===== src/rtl/rle_encoder.sv =====
// Run-length encoder for zigzag-ordered 8x8 coefficient blocks: emits a DC symbol,
// (zero-run, level) AC pairs and EOB, one registered symbol per accepted beat at most.
module rle_encoder #(
  parameter int DW = 10,
  parameter int N  = 64
) (
  input  logic          clk,
  input  logic          rst_n,
  input  logic          vld_in,
  input  logic [DW-1:0] din,
  input  logic          blk_clr,
  output logic          vld_out,
  output logic [5:0]    run,
  output logic [DW-1:0] level,
  output logic          is_dc,
  output logic          eob,
  output logic          blk_done
);

  localparam int IW = 6;
  localparam logic [IW-1:0] LAST_IDX = IW'(N - 1);

  logic [IW-1:0] idx, idx_nxt;
  logic [IW-1:0] zcnt, zcnt_nxt;
  logic          vld_nxt, dc_nxt, eob_nxt, done_nxt;
  logic [5:0]    run_nxt;
  logic [DW-1:0] level_nxt;
  logic          din_zero;

  assign din_zero = (din == '0);

  // NOTE: every signal driven here gets a default first, so no path leaves one unassigned (no latches).
  always_comb begin
    idx_nxt   = idx;
    zcnt_nxt  = zcnt;
    vld_nxt   = 1'b0;
    dc_nxt    = 1'b0;
    eob_nxt   = 1'b0;
    done_nxt  = 1'b0;
    run_nxt   = run;
    level_nxt = level;

    if (blk_clr) begin
      idx_nxt  = '0;
      zcnt_nxt = '0;
    end else if (vld_in) begin
      idx_nxt = (idx == LAST_IDX) ? '0 : idx + IW'(1);
      if (idx == '0) begin
        vld_nxt   = 1'b1;
        dc_nxt    = 1'b1;
        run_nxt   = '0;
        level_nxt = din;
        zcnt_nxt  = '0;
      end else if (idx == LAST_IDX) begin
        // A trailing zero closes the block as EOB; the pending run is dropped.
        vld_nxt   = 1'b1;
        done_nxt  = 1'b1;
        eob_nxt   = din_zero;
        run_nxt   = din_zero ? '0 : zcnt;
        level_nxt = din;
        zcnt_nxt  = '0;
      end else if (din_zero) begin
        zcnt_nxt = zcnt + IW'(1);
      end else begin
        vld_nxt   = 1'b1;
        run_nxt   = zcnt;
        level_nxt = din;
        zcnt_nxt  = '0;
      end
    end
  end

  // NOTE: sequential state uses non-blocking assignments so all registers update together at the edge.
  always_ff @(posedge clk or negedge rst_n) begin
    if (!rst_n) begin
      idx      <= '0;
      zcnt     <= '0;
      vld_out  <= 1'b0;
      run      <= '0;
      level    <= '0;
      is_dc    <= 1'b0;
      eob      <= 1'b0;
      blk_done <= 1'b0;
    end else begin
      idx      <= idx_nxt;
      zcnt     <= zcnt_nxt;
      vld_out  <= vld_nxt;
      run      <= run_nxt;
      level    <= level_nxt;
      is_dc    <= dc_nxt;
      eob      <= eob_nxt;
      blk_done <= done_nxt;
    end
  end

endmodule


===== config.mk =====
export PLATFORM = sky130hd
export DESIGN_NAME = rle_encoder
export DESIGN_NICKNAME = d
export VERILOG_FILES = /design/src/rtl/rle_encoder.sv
export SDC_FILE = /design/constraint.sdc
export NUM_CORES = 1
export LEC_CHECK = 0
export BUFFER_PORTS_ARGS = -buffer_cell sky130_fd_sc_hd__buf_2
export CAP_MARGIN = 15
export CORE_MARGIN = 2
export CORE_UTILIZATION = 56
export CTS_CLUSTER_SIZE = 8
export DETAILED_ROUTE_END_ITERATION = 6
export HOLD_SLACK_MARGIN = 0.02
export PLACE_DENSITY_LB_ADDON = 0.05
export SYNTH_ARGS = -nofsm -noshare
export SYNTH_HDL_FRONTEND = slang
export SYNTH_SLANG_ARGS = --single-unit

===== constraint.sdc =====
create_clock -name clk -period 4.4 [get_ports clk]
set_input_delay 0.44 -clock clk [delete_from_list [all_inputs] [get_ports clk]]
set_output_delay 0.44 -clock clk [all_outputs]
set_load 0.005 [all_outputs]

==> impl_results.md, run 1 <==
* Final period util at 58.08%
* Via count at 1145
* DRT antenna net count at 0
* Root Buffer Master: clkbuf_4
* Synthesis-stage register bit count at 32
* Setup repair after global routing missed its margin: false
* Clock skew after layout at 0.008519 ns
* Count of routing violations after the opening detailed-route iteration at 27
* Area grow syn2layout at 14.36%
* Height of the die at 55.74 um
* Fraction of layout instances using a drive strength above 1 at 35.15%
* Hold-fix buffers at CTS at 0
* Share of the synthesized area in the top cell type at 53.42%
* Number of diodes added for antenna fixing at 0
* Final WL at 2893 um
* Portion of the post-synthesis area used by sequential elements at 53.42%
* I/O pin cnt at 34
* Hold violation total from the final report at 0
* Psw at 0.1328 mW
* Site Rows at 18
* Number of instances in the synthesized netlist at 130
* Pin count of the biggest net entering global routing at 33
* Cell area after synthesis at 1499 sq um
* First-pass GRT wire length at 4912 um
* Die ar. at 3106 sq um
* Final Max Slew Viols at 0
* DRC violation count after routing at 0
* Highest ir drop seen on vdd at 0.2407 mV
* Arrival time of the worst setup path at 2.76 ns
* Post-synth top area cell: dfrtp_1
* First drt pass iteration count at 4
* Critical path required time at 4.60 ns
* Kind of end point of the critical path: register
* Switching power share of the total at 24.02%
* HPWL after DPL at 2117 um
* Number of global-route vias before repair at 1118
* Number of maximum-capacitance violations at 0
* Worst setup path class: in -> reg
* Clock power frac at 30.7%
* Path type of the worst min-delay path: in -> async
* Count of cells along the worst register-to-register path at 5
* TritonCTS clock tree: done
* Critical-path cell with the highest stage delay: a31o_1
* Actual transition at the worst max-transition pin at 0.7292 ns
* Crit-path cells: buf_2 > or4_1 > nor4_4 > a31o_1 > mux2_2
* Maximum level of the CTS H-tree at 2
* Power density over cell area at 322.5 nW/um^2
* Status: finished, final reports clean
* Max Fclk at 0.3913 GHz
* Final non-filler cell area at 1714 sq um
* Core Footprint at 2500 sq um
* Total Neg Setup Slack at 0 ns
* Horizontal extent of the die at 55.74 um
* Post-Synthesis Net Count at 147
* Global-route usage over all layers at 20.10%
* CTS resizes at 0
* Instance count after placement with tap cells included at 187
* Placed Area at 1655 sq um
* Reported leakage power at 0.8190 nW
* Slew headroom at 51.39%
* Worst-path fanout max at 17
* Starting density of the core at 59.96%
* Clock input transition at the sequential cells of the worst setup and hold paths at 0.09 ns
* Final Wtd Congestion at 0.7785
* Total setup violations reported at the end of the flow at 0
* Total internal power at 0.4200 mW
* Final Critical Period at 2.556 ns
* Yosys cell types at 33
* Source-to-sink clock delay at the later pin of the worst-skew pair at 0.32 ns
* Layout Cells excl Fill at 195
* Number of clock buffers inserted by TritonCTS at 5
* Part of the total power dissipated in combinational logic at 11.8%
* Count of buffers added by post-CTS timing repair for setup at 0
* Cell types occupying the most area after synthesis: dfrtp_1, mux2_2, a22o_2, a21oi_1, mux2_4
* Yosys warning total at 0
* Number of clock sinks at 32
* I/O Buffers at 33
* Clk buf depth at 2
* Remaining global-route overflow at 0
* Worst Setup Start Kind: input port
* Nets at 181
* Per-instance average area after synthesis at 11.53 sq um
* Detailed-route vias per instance at 5.872
* Delay contributed by the slowest stage of the critical path at 0.71 ns
* Number of antenna violations at the first check in global routing at 0
* Detailed-route wire length per cell at 14.84 um
* Sequential group share of total power at 57.5%
==> metrics by stage <==
| stage | total power, mW | hold slack [ns] | utilization [%] | setup slack [ns] |
|---|---|---|---|---|
| 6_report | 0.5528 | 0.1527 | 68.57 | 1.844 |
| 3_3_place_gp | 0.3872 | 0.4845 | 66.22 | 1.600 |
| 2_1_floorplan | 0.3587 | 0.1444 | - | 2.121 |
| 3_5_place_dp | 0.3901 | 0.4925 | 66.22 | 1.555 |
| 4_1_cts | 0.5583 | 0.1744 | 68.57 | 1.893 |
| 5_1_grt | 0.5809 | 0.1990 | 68.57 | 1.760 |
==> worst paths after layout <==
check	from	end	slack, ns
min	rst_n	run[2]$_DFFE_PN0P_	0.15
max in group asynchronous	rst_n	blk_done$_DFF_PN0_	3.79
min reg2reg	level[0]$_DFFE_PN0P_	level[0]$_DFFE_PN0P_	0.51
max reg2reg	idx[0]$_DFFE_PN0P_	level[1]$_DFFE_PN0P_	2.08
min in group clk	din[4]	level[4]$_DFFE_PN0P_	0.37
max	din[5]	level[1]$_DFFE_PN0P_	1.84
==> power groups by stage <==
stage                     Clock [mW]  Combinational (mW)  Sequential, mW
after CTS                      0.174              0.0667           0.318
after detailed placement           0              0.0665           0.324
after global placement             0              0.0645           0.323
after global routing           0.188              0.0732           0.320
after floorplan                    0              0.0339           0.325
final                          0.170              0.0653           0.318
==> layer usage <==
| layer | part of all wire [%] | global-route usage, % | up-vias | wire, um |
|---|---|---|---|---|
| li1 | - | - | 541 | - |
| met1 | 44 | 23.55 | 557 | 1264 |
| met2 | 48 | 33.50 | 38 | 1393 |
| met3 | 6.3 | 5.814 | 9 | 181 |
| met4 | 1.9 | 10.10 | 0 | 55 |
| met5 | 0 | 0 | - | 0 |
==> cell type report <==
cell class	instances	area [sq um]
Clock buffer	8	58.81
Fill cell	177	785.8
Inverter	4	15.01
Multi-Input combinational cell	88	636.9
Sequential cell	32	800.8
Tap cell	30	37.54
Timing Repair Buffer	33	165.2
==> placed cells by master, fill, tap and decap left out, types with 2 or more instances in the layout <==
cell       count
nand3b_1       2
nor4_1         3
clkbuf_4       5
clkbuf_1       2
o21ai_0        3
or4_1          2
a21oi_1        9
dfrtp_1       32
nand4_1        5
mux2_4         3
and2_1         2
nand3_1        5
inv_1          4
ha_1           3
o211ai_1       2
buf_2         33
nand2b_1       2
nor2_1         6
nor2b_1        2
mux2_2         8
nand2_1       12
o2111ai_1      2
a22o_2         6
xor2_1         2
==> worst max-delay path: cells and delay by family <==
kind                   cells  cell delay, ns
buffers and inverters      1            0.10
multiplexers               1            0.42
AO/OA/AOI/OAI              1            0.71
AND/OR/NAND/NOR            2            1.09
==> kinds of logic (layout without fill, tap and decap cells) <==
logic type	count (synthesis)	in the layout	synth area share [%]
buffers and inverters	10	45	4.090
multiplexers	12	12	9.683
adder cells (fa/ha/maj)	3	3	2.504
AO/OA/AOI/OAI	23	23	10.77
XOR/XNOR	2	2	1.169
flip-flops	32	32	53.42
AND/OR/NAND/NOR	48	48	18.36
==> sequential cells by signal, indices dropped and copies added, names as in the netlist <==
name	flops
level	10
run	6
blk_done	1
vld_out	1
is_dc	1
zcnt	6
eob	1
idx	6
==> synthesized netlist by cell type (all sizes together) <==
master	instances
o2111ai	2
and2	3
mux2	11
or4	2
inv	4
nand3	5
o211ai	2
nand2	12
and4	1
nor2b	2
nor3b	1
buf	2
xor2	2
nor4	4
a31o	1
o21ai	3
nand4	5
nor3	1
and3	1
nand2b	2
a22o	6
nand3b	2
nor2	6
dfrtp	32
nand4b	1
mux2i	1
ha	3
clkbuf	4
a21oi	9
(Power assumes the default switching activity.)
==> run 2: changes to the inputs <==
Settings changed: CORE_UTILIZATION 56 to 52.
Clock period 4.4 ns to 2.65 ns, I/O delays scaled along.
==> run 2 against run 1 <==
Against the previous run:
- via count down 0.35%
- worst hold slack better by 0.017 ns
- cell count rose by 2.6%
- cell area grew 4.1%
- combinational power rose by 68%
- clock power up 140%
- critical path depth unchanged
- die area increased by 7.1%
- first-iteration DRC count is 41% higher
- worst setup slack worse by 1.3 ns
==> impl_results.md, run 2 (synthesis results as in run 1) <==
* Remaining global-route overflow at 0 (unchanged)
* Arrival time of the worst setup path at 2.31 ns (-0.45 ns)
* I/O pin cnt at 34 (unchanged)
* TritonCTS clock tree: done
* Combined buffer and inverter count along the critical path at 1 (unchanged)
* Worst Setup Start Kind: register
* Kind of end point of the critical path: register
* Height of the die at 57.69 um (+3.5%)
* Clock input transition at the sequential cells of the worst setup and hold paths at 0.10 ns (about the same)
* Total power of the final layout at 1.051 mW (+90%)
* Clock skew after layout at 0.004983 ns (-0.003535 ns)
* Setup repair after global routing missed its margin: false
* Horizontal extent of the die at 57.69 um (+3.5%)
* Die ar. at 3328 sq um (+7.1%)
* HPWL after DPL at 2062 um (-2.6%)
* Actual transition at the worst max-transition pin at 0.6971 ns (-0.03204 ns)
* Register area at 800.8 sq um (unchanged)
* Global-route usage over all layers at 19.01% (-1.1 points)
* Path type of the worst min-delay path: in -> reg
* Number of maximum-capacitance violations at 0 (unchanged)
* Crit-path cells: nor4_1 > nand2_1 > a31o_1 > buf_4 > a22o_2
* First-pass GRT wire length at 4836 um (-1.5%)
* Post-placement setup slack at 0.3780 ns (-1.177 ns)
* Instance count after placement with tap cells included at 191 (+2.1%)
* Worst setup path class: reg -> reg
* Placed Area at 1679 sq um (+1.4%)
* Final Wtd Congestion at 0.8153 (+4.7%)
* Final WL at 2896 um (+0.10%)
* Clk buf depth at 2 (unchanged)
* Final period util at 78.45%
* Source-to-sink clock delay at the later pin of the worst-skew pair at 0.33 ns (about the same)
* Final non-filler cell area at 1784 sq um (+4.1%)
* Count of routing violations after the opening detailed-route iteration at 38 (+41%)
* Fraction of layout instances using a drive strength above 1 at 37.28% (+2.1 points)
* Reported leakage power at 0.8562 nW (+4.5%)
* DRT antenna net count at 0 (unchanged)
* Family with the most delay on the worst path: compound AO/OA/AOI/OAI gates
* Power density over cell area at 589.0 nW/um^2 (+83%)
* Max Fclk at 0.4810 GHz
* Number of global-route vias before repair at 1092 (-2.3%)
* Maximum level of the CTS H-tree at 2 (unchanged)
* Layout Cells excl Fill at 200 (+2.6%)
* Detailed-route wire length per cell at 14.48 um (-2.4%)
* Area grow syn2layout at 19.03%
* Core Footprint at 2758 sq um (+10%)
* I/O Buffers at 33 (unchanged)
* Via count at 1141 (-0.35%)
* Starting density of the core at 54.36% (-5.6 points)
* Site Rows at 19 (+1)
* Internal reg-to-reg setup slack at 0.57 ns (-1.51 ns)
* Worst-path fanout max at 12 (-5)
* Nets at 185 (+2.2%)
* Top reg by flops: level
* Delay contributed by the slowest stage of the critical path at 0.48 ns (-0.23 ns)
* Hold violation total from the final report at 0 (unchanged)
* Detailed-route vias per instance at 5.705 (-2.8%)
* Final Critical Period at 2.079 ns
* Total setup violations reported at the end of the flow at 0 (unchanged)
* First drt pass iteration count at 4 (unchanged)
* Most common cell after layout, fill and taps aside: buf_2
* Critical path required time at 2.88 ns (-1.72 ns)
* Status: finished, final reports clean
* Slew headroom at 53.52% (+2.1 points)
* Number of antenna violations at the first check in global routing at 0 (unchanged)
* # fillers at 238 (+34%)
* Highest ir drop seen on vdd at 0.4734 mV (+97%)
* Total Neg Setup Slack at 0 ns (unchanged)
* Final Max Slew Viols at 0 (unchanged)
* Critical-path cell with the highest stage delay: a31o_1
* Number of clock sinks at 32 (unchanged)
* Total area of multi-input combinational cells at 636.9 sq um (unchanged)
* Number of diodes added for antenna fixing at 0 (unchanged)
* Number of clock buffers inserted by TritonCTS at 5 (unchanged)
* Setup slack of the critical path after layout at 0.5711 ns (-1.273 ns)
* DRC violation count after routing at 0 (unchanged)
* Max FFs per register at 10 (unchanged)
* Most used cells in the layout excluding fill and tap cells: buf_2, dfrtp_1, nand2_1, a21oi_1, mux2_2
* Root Buffer Master: clkbuf_4
* Pin count of the biggest net entering global routing at 33 (unchanged)
==> run 2: final timing paths <==
check | start | cells after the start | endpoint
worst max-delay path | idx[4]$_DFFE_PN0P_ | 5 | run[1]$_DFFE_PN0P_
worst min-delay path | din[2] | 2 | level[2]$_DFFE_PN0P_
worst max register to register | idx[4]$_DFFE_PN0P_ | 5 | run[1]$_DFFE_PN0P_
worst min register to register | level[0]$_DFFE_PN0P_ | 1 | level[0]$_DFFE_PN0P_
max in group asynchronous | rst_n | 2 | run[5]$_DFFE_PN0P_
min in group asynchronous | rst_n | 2 | idx[3]$_DFFE_PN0P_
==> run 2: report_power, final <==
group / internal [mW] / switching [mW]
sequential: 0.514 / 0.0137
clock: 0.250 / 0.163
combinational: 0.0541 / 0.0555
total: 0.819 / 0.232
==> run 2: area by class of cell <==
class                           count  share of cell area [%]
Sequential cell                    32                   44.88
Tap cell                           31                   2.174
Clock inverter                      1                   1.683
Inverter                            4                  0.8415
Timing Repair Buffer               37                   11.08
Multi-Input combinational cell     88                   35.69
Clock buffer                        7                   3.647
==> run 2: per-layer routing <==
layer	global-route usage, %	share of wire, %
met2	30.84	50
met1	23.05	43
met4	7.973	1.4
met3	6.696	5.5
met5	0	0
==> run 2: per-stage QoR <==
step                utilization, %  hold slack (ns)
floorplan                        -         -0.03059
global placement             60.89           0.3425
detailed placement           60.89           0.3516
CTS                          64.70           0.1522
global route                 64.70           0.1503
finish                       64.70           0.1695
==> run 2: what timing repair did <==
item | in CTS | in global routing
endpoints found under the setup margin | 0 | 0
hold buffers | 1 | 0
endpoints found under the hold margin | 32 | 0
buffers inserted | 0 | 0
resized for setup | 0 | 0
==> run 3: changes to the inputs <==
Settings changed: ABC_AREA set to 1, CORE_UTILIZATION 52 to 48.
Clock period 2.65 ns to 1.85 ns, I/O delays scaled along.
==> run 3 against run 2 <==
Against the previous run:
- routed wire length is 5.7% higher
- cell area is 4.1% higher
- power increased by 36%
- synthesized cell count is 29% higher
- maximum frequency grew 29%
- critical path type unchanged
==> impl_results.md, run 3 <==
* Portion of the post-synthesis area used by sequential elements at 50.47% (-2.9 points)
* Yosys warning total at 0 (unchanged)
* Total setup violations reported at the end of the flow at 0 (unchanged)
* First drt pass iteration count at 5 (+1)
* Final Max Slew Viols at 0 (unchanged)
* Worst setup path class: reg -> reg
* Final period util at 87.01% (+8.6 points)
* DRC violation count after routing at 0 (unchanged)
* Pin count of the biggest net entering global routing at 33 (unchanged)
* Arrival time of the worst setup path at 1.87 ns (-0.44 ns)
* I/O Buffers at 33 (unchanged)
* Share of the core filled with cells at 59.84% (-4.9 points)
* Yosys cell types at 24 (-27%)
* Die ar. at 3781 sq um (+14%)
* Global-route usage over all layers at 19.06% (+0.051 points)
* Post-placement setup slack at 0.2738 ns (-0.1042 ns)
* Number of antenna violations at the first check in global routing at 0 (unchanged)
* Total Neg Setup Slack at 0 ns (unchanged)
* Setup slack of the critical path after layout at 0.2403 ns (-0.3309 ns)
* Async SR Flop Fraction at 100.0% (unchanged)
* Starting density of the core at 51.13% (-3.2 points)
* Kind of end point of the critical path: register
* Number of clock sinks at 32 (unchanged)
* Max FFs per register at 10 (unchanged)
* Number of clock buffers inserted by TritonCTS at 5 (unchanged)
* Family with the most delay on the worst path: simple AND/OR/NAND/NOR gates
* Highest ir drop seen on vdd at 0.3293 mV (-30%)
* Detailed-route wire length per cell at 12.15 um (-16%)
* Max Fclk at 0.6212 GHz (+29%)
* Most common cell after layout, fill and taps aside: buf_2
* Total internal power at 1.006 mW (+23%)
* Cell types occupying the most area after synthesis: dfrtp_1, o21ai_2, nand2_2, nand2_1, nor2_1
* Top cells by instance count after synthesis: dfrtp_1, nand2_1, nor2_1, inv_1, o21ai_2
* Delay contributed by the slowest stage of the critical path at 0.41 ns (-0.07 ns)
* Nets at 225 (+22%)
* Maximum level of the CTS H-tree at 2 (unchanged)
* Instance count after placement with tap cells included at 244 (+28%)
* Area grow syn2layout at 17.03%
* Actual transition at the worst max-transition pin at 0.7100 ns (+0.01290 ns)
* Final Critical Period at 1.610 ns (-0.4691 ns)
* Fraction of layout instances using a drive strength above 1 at 41.83% (+4.5 points)
* Sequential group share of total power at 54.7% (+4.5 points)
* Synthesis-stage register bit count at 32 (unchanged)
* Count of buffers added by post-CTS timing repair for setup at 0 (unchanged)
* Clock input transition at the sequential cells of the worst setup and hold paths at 0.10 ns (about the same)
* Final Wtd Congestion at 0.8696 (+6.7%)
* Per-instance average area after synthesis at 9.444 sq um (-18%)
* HPWL after DPL at 2270 um (+10%)
* Layout Cells excl Fill at 252 (+26%)
* Remaining global-route overflow at 0 (unchanged)
* Core Footprint at 3103 sq um (+13%)
* Main flop type after synthesis: dfrtp_1
* Worst Setup Start Kind: register
* Site Rows at 20 (+1)
* Cell area after synthesis at 1587 sq um (+5.8%)
* Final WL at 3061 um (+5.7%)
* Horizontal extent of the die at 61.49 um (+6.6%)
* Source-to-sink clock delay at the later pin of the worst-skew pair at 0.33 ns (about the same)
* Number of instances in the synthesized netlist at 168 (+29%)
* # fillers at 299 (+26%)
* Post-Synthesis Net Count at 185 (+26%)
* Via count at 1230 (+7.8%)
* Part of the total power dissipated in combinational logic at 19.8% (+9.4 points)
* Path type of the worst min-delay path: in -> reg
* TritonCTS clock tree: done
* Critical path required time at 2.11 ns (-0.77 ns)
* DRT antenna net count at 0 (unchanged)
* Detailed-route vias per instance at 4.881 (-14%)
* Number of maximum-capacitance violations at 0 (unchanged)
* Most used cells in the layout excluding fill and tap cells: buf_2, dfrtp_1, nand2_1, nor2_1, inv_1
* Top-count cell post-synth: dfrtp_1
* CTS resizes at 0 (unchanged)
* Number of synthesized flops with an enable pin at 0 (unchanged)
* Psw at 0.4275 mW (+84%)
* Number of global-route vias before repair at 1201 (+10%)
* Worst-path fanout max at 23 (+11)
* Count of routing violations after the opening detailed-route iteration at 59 (+55%)
* Combined buffer and inverter count along the critical path at 2 (+1)
* Root Buffer Master: clkbuf_4
* Hold violation total from the final report at 0 (unchanged)
* Slew headroom at 52.67% (-0.86 points)
* Share of the synthesized area in the top cell type at 50.47% (-2.9 points)
* I/O pin cnt at 34 (unchanged)
* Reported leakage power at 0.9203 nW (+7.5%)
* Critical-path cell with the highest stage delay: dfrtp_1
* Number of diodes added for antenna fixing at 0 (unchanged)
* Height of the die at 61.49 um (+6.6%)
* Clock power frac at 25.5% (-14 points)
* Crit-path cells: ha_1 > nand3_1 > nor2_4 > inv_2 > nand3_2 > nand2_4 > buf_12 > nand2_1 > o21ai_2
* Post-synth top area cell: dfrtp_1
* Clk buf depth at 2 (unchanged)
* Hold-fix buffers at CTS at 1 (unchanged)
* Power density over cell area at 772.1 nW/um^2 (+31%)
* Clock skew after layout at 0.006235 ns (+0.001251 ns)
* Top reg by flops: level
* Status: finished, final reports clean
* Switching power share of the total at 29.82% (+7.7 points)
* First-pass GRT wire length at 5099 um (+5.4%)
* Setup repair after global routing missed its margin: false
==> run 3: layer usage <==
layer / global-route usage (%) / up-vias / share of wire (%)
met5: 0 / - / 0
met4: 11.85 / 0 / 2.5
met3: 5.882 / 12 / 5.3
met2: 31.88 / 32 / 48
met1: 21.02 / 569 / 44
li1: - / 617 / -
==> run 3: cell type report <==
class,instances,area (sq um),area share (%)
clock inverter,1,5.005,0.2695
sequential,32,800.8,43.13
multi-input combinational,108,658.1,35.44
inverter,25,93.84,5.054
tap,44,55.05,2.965
timing repair buffer,36,202.7,10.92
clock buffer,6,41.29,2.224
==> run 3: per-stage QoR <==
stage                     hold slack [ns]  instance area, sq um  power, mW
after global placement             0.2651                  1800      1.073
final                             0.07299                  1857      1.434
after detailed placement           0.2760                  1800      1.081
after floorplan                   -0.1106                  1587     0.9816
after CTS                         0.05266                  1857      1.463
after global routing              0.05168                  1857      1.538
==> run 3: power by group through the flow <==
stage	sequential, mW	combinational (mW)	clock, mW
floorplan	0.797	0.184	0
global placement	0.793	0.279	0
detailed placement	0.796	0.284	0
CTS	0.783	0.289	0.391
global route	0.790	0.324	0.423
finish	0.784	0.284	0.365
==> run 3: path summary, 6_finish.rpt <==
kind,start,end,slack [ns],cells after the start
min in group asynchronous,rst_n,level[2]$_DFFE_PN0P_,0.43,2
max,idx[0]$_DFFE_PN0P_,run[0]$_DFFE_PN0P_,0.24,9
min reg2reg,run[5]$_DFFE_PN0P_,run[5]$_DFFE_PN0P_,0.49,2
max in group asynchronous,rst_n,zcnt[1]$_DFFE_PN0P_,0.95,2
min,blk_clr,idx[4]$_DFFE_PN0P_,0.07,2
max reg2reg,idx[0]$_DFFE_PN0P_,run[0]$_DFFE_PN0P_,0.24,9
==> run 3: cell families after synthesis <==
family | count (synthesis) | share of synthesized area, %
buffers and inverters | 28 | 8.044
flip-flops | 32 | 50.47
XOR/XNOR | 4 | 2.209
AO/OA/AOI/OAI | 29 | 13.56
adder cells (fa/ha/maj) | 3 | 2.366
AND/OR/NAND/NOR | 72 | 23.34
